===== config.mk =====
export PLATFORM = sky130hd
export DESIGN_NAME = matmul_sequencer_flat
export DESIGN_NICKNAME = d
export VERILOG_FILES = /design/src/rtl/matmul_sequencer_if.sv /design/src/rtl/matmul_sequencer.sv /design/src/flat_wrapper.sv
export SDC_FILE = /design/constraint.sdc
export NUM_CORES = 1
export LEC_CHECK = 0
export ABC_AREA = 1
export CAP_MARGIN = 30
export CORE_AREA = 2 2 51 53
export CTS_BUF_LIST = sky130_fd_sc_hd__clkbuf_4 sky130_fd_sc_hd__clkbuf_8
export DETAILED_ROUTE_END_ITERATION = 7
export DIE_AREA = 0 0 53 55
export DONT_BUFFER_PORTS = 1
export PLACE_DENSITY = 0.79
export SLEW_MARGIN = 0
export SYNTH_ARGS = -nofsm -noshare
export SYNTH_HDL_FRONTEND = slang
export SYNTH_SLANG_ARGS = --single-unit

===== constraint.sdc =====
create_clock -name clock -period 1.9 [get_ports clock]
set_clock_uncertainty 0.1 [all_clocks]
set_input_delay 0.19 -clock clock [delete_from_list [all_inputs] [get_ports clock]]
set_output_delay 0.19 -clock clock [all_outputs]
set_load 0.02 [all_outputs]

===== src/rtl/matmul_sequencer_if.sv =====
// Control/address bundle between the matmul sequencer and the MAC datapath / A, B, C memories.
interface matmul_sequencer_if #(
    parameter int AW = 4
) ();
    logic          start;
    logic          stall;
    logic          rd_en;
    logic [AW-1:0] a_addr;
    logic [AW-1:0] b_addr;
    logic          mac_en;
    logic          mac_clear;
    logic          c_wr_en;
    logic [AW-1:0] c_addr;
    logic          busy;
    logic          done;

    modport master (
        input  start, stall,
        output rd_en, a_addr, b_addr, mac_en, mac_clear, c_wr_en, c_addr, busy, done
    );

    modport slave (
        output start, stall,
        input  rd_en, a_addr, b_addr, mac_en, mac_clear, c_wr_en, c_addr, busy, done
    );
endinterface


===== src/rtl/matmul_sequencer.sv =====
// Sequences C = A*B for square NxN matrices: walks (i,j,k), strobes reads,
// steers the MAC one cycle behind the reads and writes each C element.
module matmul_sequencer #(
    parameter int N  = 4,
    parameter int AW = 4
) (
    input  logic               clock,
    input  logic               reset,
    matmul_sequencer_if.master bus
);
    typedef enum logic [2:0] {IDLE, READ, DRAIN, WRITE, FIN} state_e;

    localparam logic [AW-1:0] NA   = AW'(N);
    localparam logic [AW-1:0] LAST = AW'(N - 1);

    state_e        state_q, state_d;
    logic [AW-1:0] i_q, i_d, j_q, j_d, k_q, k_d;
    logic          rdValid_q, rdValid_d;
    logic          rdFirst_q, rdFirst_d;
    logic          holdActive;

    logic          rdEn, macEn, macClear, cWrEn;
    logic [AW-1:0] aAddr, bAddr, cAddr;

    // stall only freezes the working states; IDLE and FIN never wait on the datapath
    assign holdActive = bus.stall && (state_q == READ || state_q == DRAIN || state_q == WRITE);

    always_ff @(posedge clock) begin
        if (reset) begin
            state_q   <= IDLE;
            i_q       <= '0;
            j_q       <= '0;
            k_q       <= '0;
            rdValid_q <= 1'b0;
            rdFirst_q <= 1'b0;
        end else begin
            state_q   <= state_d;
            i_q       <= i_d;
            j_q       <= j_d;
            k_q       <= k_d;
            rdValid_q <= rdValid_d;
            rdFirst_q <= rdFirst_d;
        end
    end

    always_comb begin
        state_d   = state_q;
        i_d       = i_q;
        j_d       = j_q;
        k_d       = k_q;
        rdValid_d = rdValid_q;
        rdFirst_d = rdFirst_q;
        case (state_q)
            IDLE: begin
                rdValid_d = 1'b0;
                if (bus.start) begin
                    state_d = READ;
                    i_d     = '0;
                    j_d     = '0;
                    k_d     = '0;
                end
            end
            READ: begin
                if (!holdActive) begin
                    rdValid_d = 1'b1;
                    rdFirst_d = (k_q == '0);
                    if (k_q == LAST) begin
                        k_d     = '0;
                        state_d = DRAIN;
                    end else begin
                        k_d = k_q + 1'b1;
                    end
                end
            end
            DRAIN: begin
                if (!holdActive) begin
                    rdValid_d = 1'b0;
                    state_d   = WRITE;
                end
            end
            WRITE: begin
                if (!holdActive) begin
                    rdValid_d = 1'b0;
                    if (j_q != LAST) begin
                        j_d     = j_q + 1'b1;
                        state_d = READ;
                    end else if (i_q != LAST) begin
                        j_d     = '0;
                        i_d     = i_q + 1'b1;
                        state_d = READ;
                    end else begin
                        state_d = FIN;
                    end
                end
            end
            FIN: begin
                rdValid_d = 1'b0;
                state_d   = IDLE;
            end
            default: state_d = IDLE;
        endcase
    end

    // Addresses are zeroed whenever their strobe is low, which also keeps them 0 in IDLE
    always_comb begin
        rdEn     = (state_q == READ) && !holdActive;
        macEn    = rdValid_q && !holdActive && (state_q == READ || state_q == DRAIN);
        macClear = macEn && rdFirst_q;
        cWrEn    = (state_q == WRITE) && !holdActive;
        aAddr    = '0;
        bAddr    = '0;
        cAddr    = '0;
        if (rdEn) begin
            aAddr = i_q * NA + k_q;
            bAddr = k_q * NA + j_q;
        end
        if (cWrEn) begin
            cAddr = i_q * NA + j_q;
        end
    end

    assign bus.rd_en     = rdEn;
    assign bus.a_addr    = aAddr;
    assign bus.b_addr    = bAddr;
    assign bus.mac_en    = macEn;
    assign bus.mac_clear = macClear;
    assign bus.c_wr_en   = cWrEn;
    assign bus.c_addr    = cAddr;
    assign bus.busy      = (state_q != IDLE);
    assign bus.done      = (state_q == FIN);
endmodule


===== src/flat_wrapper.sv =====
// flat-port wrapper written by rule: the top's interface ports become plain ports
module matmul_sequencer_flat 
#(
    parameter int N  = 4,
    parameter int AW = 4
)
  (clock, reset, bus_start, bus_stall, bus_rd_en, bus_a_addr, bus_b_addr, bus_mac_en, bus_mac_clear, bus_c_wr_en, bus_c_addr, bus_busy, bus_done);
  matmul_sequencer_if #(.AW(AW)) bus_i ();
  input  logic clock;
  input  logic reset;
  input wire logic [$bits(bus_i.start)-1:0] bus_start;
  input wire logic [$bits(bus_i.stall)-1:0] bus_stall;
  output wire logic [$bits(bus_i.rd_en)-1:0] bus_rd_en;
  output wire logic [$bits(bus_i.a_addr)-1:0] bus_a_addr;
  output wire logic [$bits(bus_i.b_addr)-1:0] bus_b_addr;
  output wire logic [$bits(bus_i.mac_en)-1:0] bus_mac_en;
  output wire logic [$bits(bus_i.mac_clear)-1:0] bus_mac_clear;
  output wire logic [$bits(bus_i.c_wr_en)-1:0] bus_c_wr_en;
  output wire logic [$bits(bus_i.c_addr)-1:0] bus_c_addr;
  output wire logic [$bits(bus_i.busy)-1:0] bus_busy;
  output wire logic [$bits(bus_i.done)-1:0] bus_done;
  assign bus_i.start = bus_start;
  assign bus_i.stall = bus_stall;
  assign bus_rd_en = bus_i.rd_en;
  assign bus_a_addr = bus_i.a_addr;
  assign bus_b_addr = bus_i.b_addr;
  assign bus_mac_en = bus_i.mac_en;
  assign bus_mac_clear = bus_i.mac_clear;
  assign bus_c_wr_en = bus_i.c_wr_en;
  assign bus_c_addr = bus_i.c_addr;
  assign bus_busy = bus_i.busy;
  assign bus_done = bus_i.done;
  matmul_sequencer #(.N(N), .AW(AW)) u_core (.clock(clock), .reset(reset), .bus(bus_i));
endmodule

==> results.sh <==
export IMPL_drive_above_1_share_pct=20.4
export IMPL_p_per_area_mw_per_mm2=1180
export IMPL_layout_common_cells="35 x nand2_1, 27 x inv_1, 27 x nor2_1, 18 x nand3_1, 14 x dfxtp_1"
export IMPL_syn_to_final_growth_pct=13.2
export IMPL_startpoint="u_core.j_q[2]"
export IMPL_via_per_inst=5.39
export IMPL_synth_avg_cell_area_sq_um=6.60
export IMPL_mostFrequentLayoutCell="nand2_1"
export IMPL_fmax_mhz=545
export IMPL_cts_tree="yes"
export IMPL_synthCells=188
export IMPL_min_period_ns=1.84
export IMPL_critPathMaxFanout=7
export IMPL_p_int_uw=818
export IMPL_place_congestion=0.907
export IMPL_holdWs_ns=-0.00457
export IMPL_combPwrFrac_pct=53.7
export IMPL_yosysSeqAreaShare_pct=27.4
export IMPL_crit_path_top_delay_cell="dfxtp_1"
export IMPL_slew_violations=0
export IMPL_ys_ff_latch=17
export IMPL_worst_pin_slew_ns=0.407
export IMPL_cts_clk_slew_worst_paths_ns=0.12
export IMPL_synth_cell_area_sq_mm=0.00124
export IMPL_relSlewSlack_pct=72.8
export IMPL_cap_violations=0
export IMPL_numPortBuffers=0
export IMPL_routedWlPerCell_microns=12.8
export IMPL_grt_start_max_net_pins=12
export IMPL_grt_pass1_wl_mm=4.76
export IMPL_synth_top_area_share_pct=27.4
export IMPL_stdcell_area_sq_mm=0.00141
export IMPL_die_y_microns=55
export IMPL_grt_pass1_vias=1085
export IMPL_ir_worst_vdd_uv=823
export IMPL_drtIter0Drc=42
export IMPL_violations="negative hold slack"
export IMPL_place_area_sq_mm=0.00130
export IMPL_hold_viol_final=1
export IMPL_setup_violations=0
export IMPL_io_pins=22
export IMPL_swShare_pct=50.9
export IMPL_r2r_start="u_core.i_q[0]"
export IMPL_worstHoldStart="bus_stall"
export IMPL_clock_path_buffers=2
export IMPL_die_w_microns=53
export IMPL_worstPathArrival_ns=1.55
export IMPL_hold_path_class="in2reg"
export IMPL_grt_use_total_pct=22.6
export IMPL_start_kind="register"
export IMPL_required_ns=1.61
export IMPL_drc_errors=0
export IMPL_cts_buffers=3
export IMPL_slowest_delay_ns=0.50
export IMPL_n_antenna_cell=0
export IMPL_die_area_sq_mm=0.00292
export IMPL_num_rows=18
export IMPL_cts_max_level=1
export IMPL_synth_distinct_cells=29
export IMPL_endpoint_kind="primary output"
export IMPL_leakagePower_nw=0.605
export IMPL_antenna_left=0
export IMPL_p_clk_share_pct=13.0
export IMPL_p_sw_uw=847
export IMPL_yosysTopAreaCell="dfxtp_1"
export IMPL_pwr_share_seq_pct=33.3
export IMPL_clockRootBuffer="clkbuf_4"
export IMPL_worstPathCellList="ha_1 > xnor2_1 > o21ai_2 > a21oi_1 > buf_4"
export IMPL_run_status="finished with violations"
export IMPL_gr_total_overflow=0
export IMPL_antenna_found_initial=0
export IMPL_clock_latency_ns=0.31
export IMPL_p_total_mw=1.66
export IMPL_hpwl_mm=2.13
export IMPL_yosys_warnings=0
export IMPL_start_util_pct=52.5
export IMPL_core_sq_mm=0.00236
export IMPL_period_share_pct=96.6
export IMPL_ys_top_cells_by_area="dfxtp_1 27%, nand2_1 11%, nor2_1 9.1%"
export IMPL_criticalPathCategory="reg2out"
export IMPL_syn_nets=199
export IMPL_cts_sinks=17
export IMPL_drt_pass1_iter_count=4
export IMPL_wl_mm=2.97
export IMPL_vias=1244
export IMPL_fin_nets=213
[registers in the layout, indices dropped and copies added, names as in the netlist]
name              flops
u_core.i_q            4
u_core.j_q            4
u_core.k_q            4
u_core.rdFirst_q      1
u_core.rdValid_q      1
u_core.state_q        3
[power by group through the flow]
stage / clock network [mW] / logic, mW / registers (mW)
6_report: 0.216 / 0.894 / 0.554
5_1_grt: 0.225 / 1.02 / 0.562
4_1_cts: 0.210 / 0.869 / 0.541
3_5_place_dp: 0 / 0.833 / 0.542
3_3_place_gp: 0 / 0.815 / 0.536
2_1_floorplan: 0 / 0.711 / 0.517
[layer usage]
| metal | share of wire, % | global-route usage (%) | up-vias |
|---|---|---|---|
| met2 | 51 | 40.8 | 56 |
| met4 | 1.2 | 9.40 | 0 |
| met3 | 7.6 | 2.96 | 5 |
| met5 | 0 | 0 | - |
| met1 | 40 | 27.1 | 556 |
| li1 | - | - | 627 |
[worst max-delay path, delay by kind of cell (launching register included)]
family	cells	cell delay (ns)
flip-flops	1	0.50
adder cells (fa/ha/maj)	1	0.22
AO/OA/AOI/OAI	2	0.19
XOR/XNOR	1	0.17
buffers and inverters	1	0.15
[cells by family after synthesis]
| family | share of synthesized area, % |
|---|---|
| AND/OR/NAND/NOR | 40.3 |
| buffers and inverters | 11.3 |
| AO/OA/AOI/OAI | 9.68 |
| flip-flops | 27.4 |
| adder cells (fa/ha/maj) | 7.06 |
| XOR/XNOR | 4.23 |
[synth_stat cells (all sizes together)]
library cell / n
xnor2: 4
clkinv: 1
dfxtp: 17
and2: 1
nand2: 40
nor3: 4
nor2: 33
a21oi: 14
buf: 2
o211ai: 1
xor2: 2
nand4: 5
ha: 7
inv: 31
nand3: 19
o21ai: 7
[what timing repair did]
action / 4_1_cts / 5_1_grt
hold buffers: 1 / 0
buffers inserted: 1 / 4
endpoints found under the setup margin: 9 / 7
pin swaps: 2 / 2
resized for setup: 4 / 8
hold endpoints to repair: 9 / 0
[area by class of cell]
| type | instances | area, sq um |
|---|---|---|
| clock buffers | 3 | 22.5 |
| clock inverters | 1 | 5.00 |
| fillers | 230 | 960 |
| inverters | 32 | 128 |
| multi-input cells | 137 | 778 |
| flip-flops and latches | 17 | 349 |
| well taps | 30 | 37.5 |
| repair buffers | 11 | 85.1 |
[through the flow]
stage	util (%)	instances	setup WS, ns	TNS, ns
floorplan	-	188	0.186	0
global placement	55.0	221	0.207	0
detailed placement	55.0	221	0.178	0
CTS	57.4	227	0.00432	0
global route	59.4	231	-0.00366	-0.00366
finish	59.4	231	0.0644	0
[worst paths after layout]
kind	endpoint	depth (start not counted)	slack, ns
setup / recovery	bus_b_addr[3]	5	0.06
hold / removal	u_core.rdValid_q	2	-0.005
setup reg to reg	u_core.j_q[3]	8	0.21
hold reg to reg	u_core.rdFirst_q	2	0.38
No activity file was read; power rests on OpenSTA's default activity.
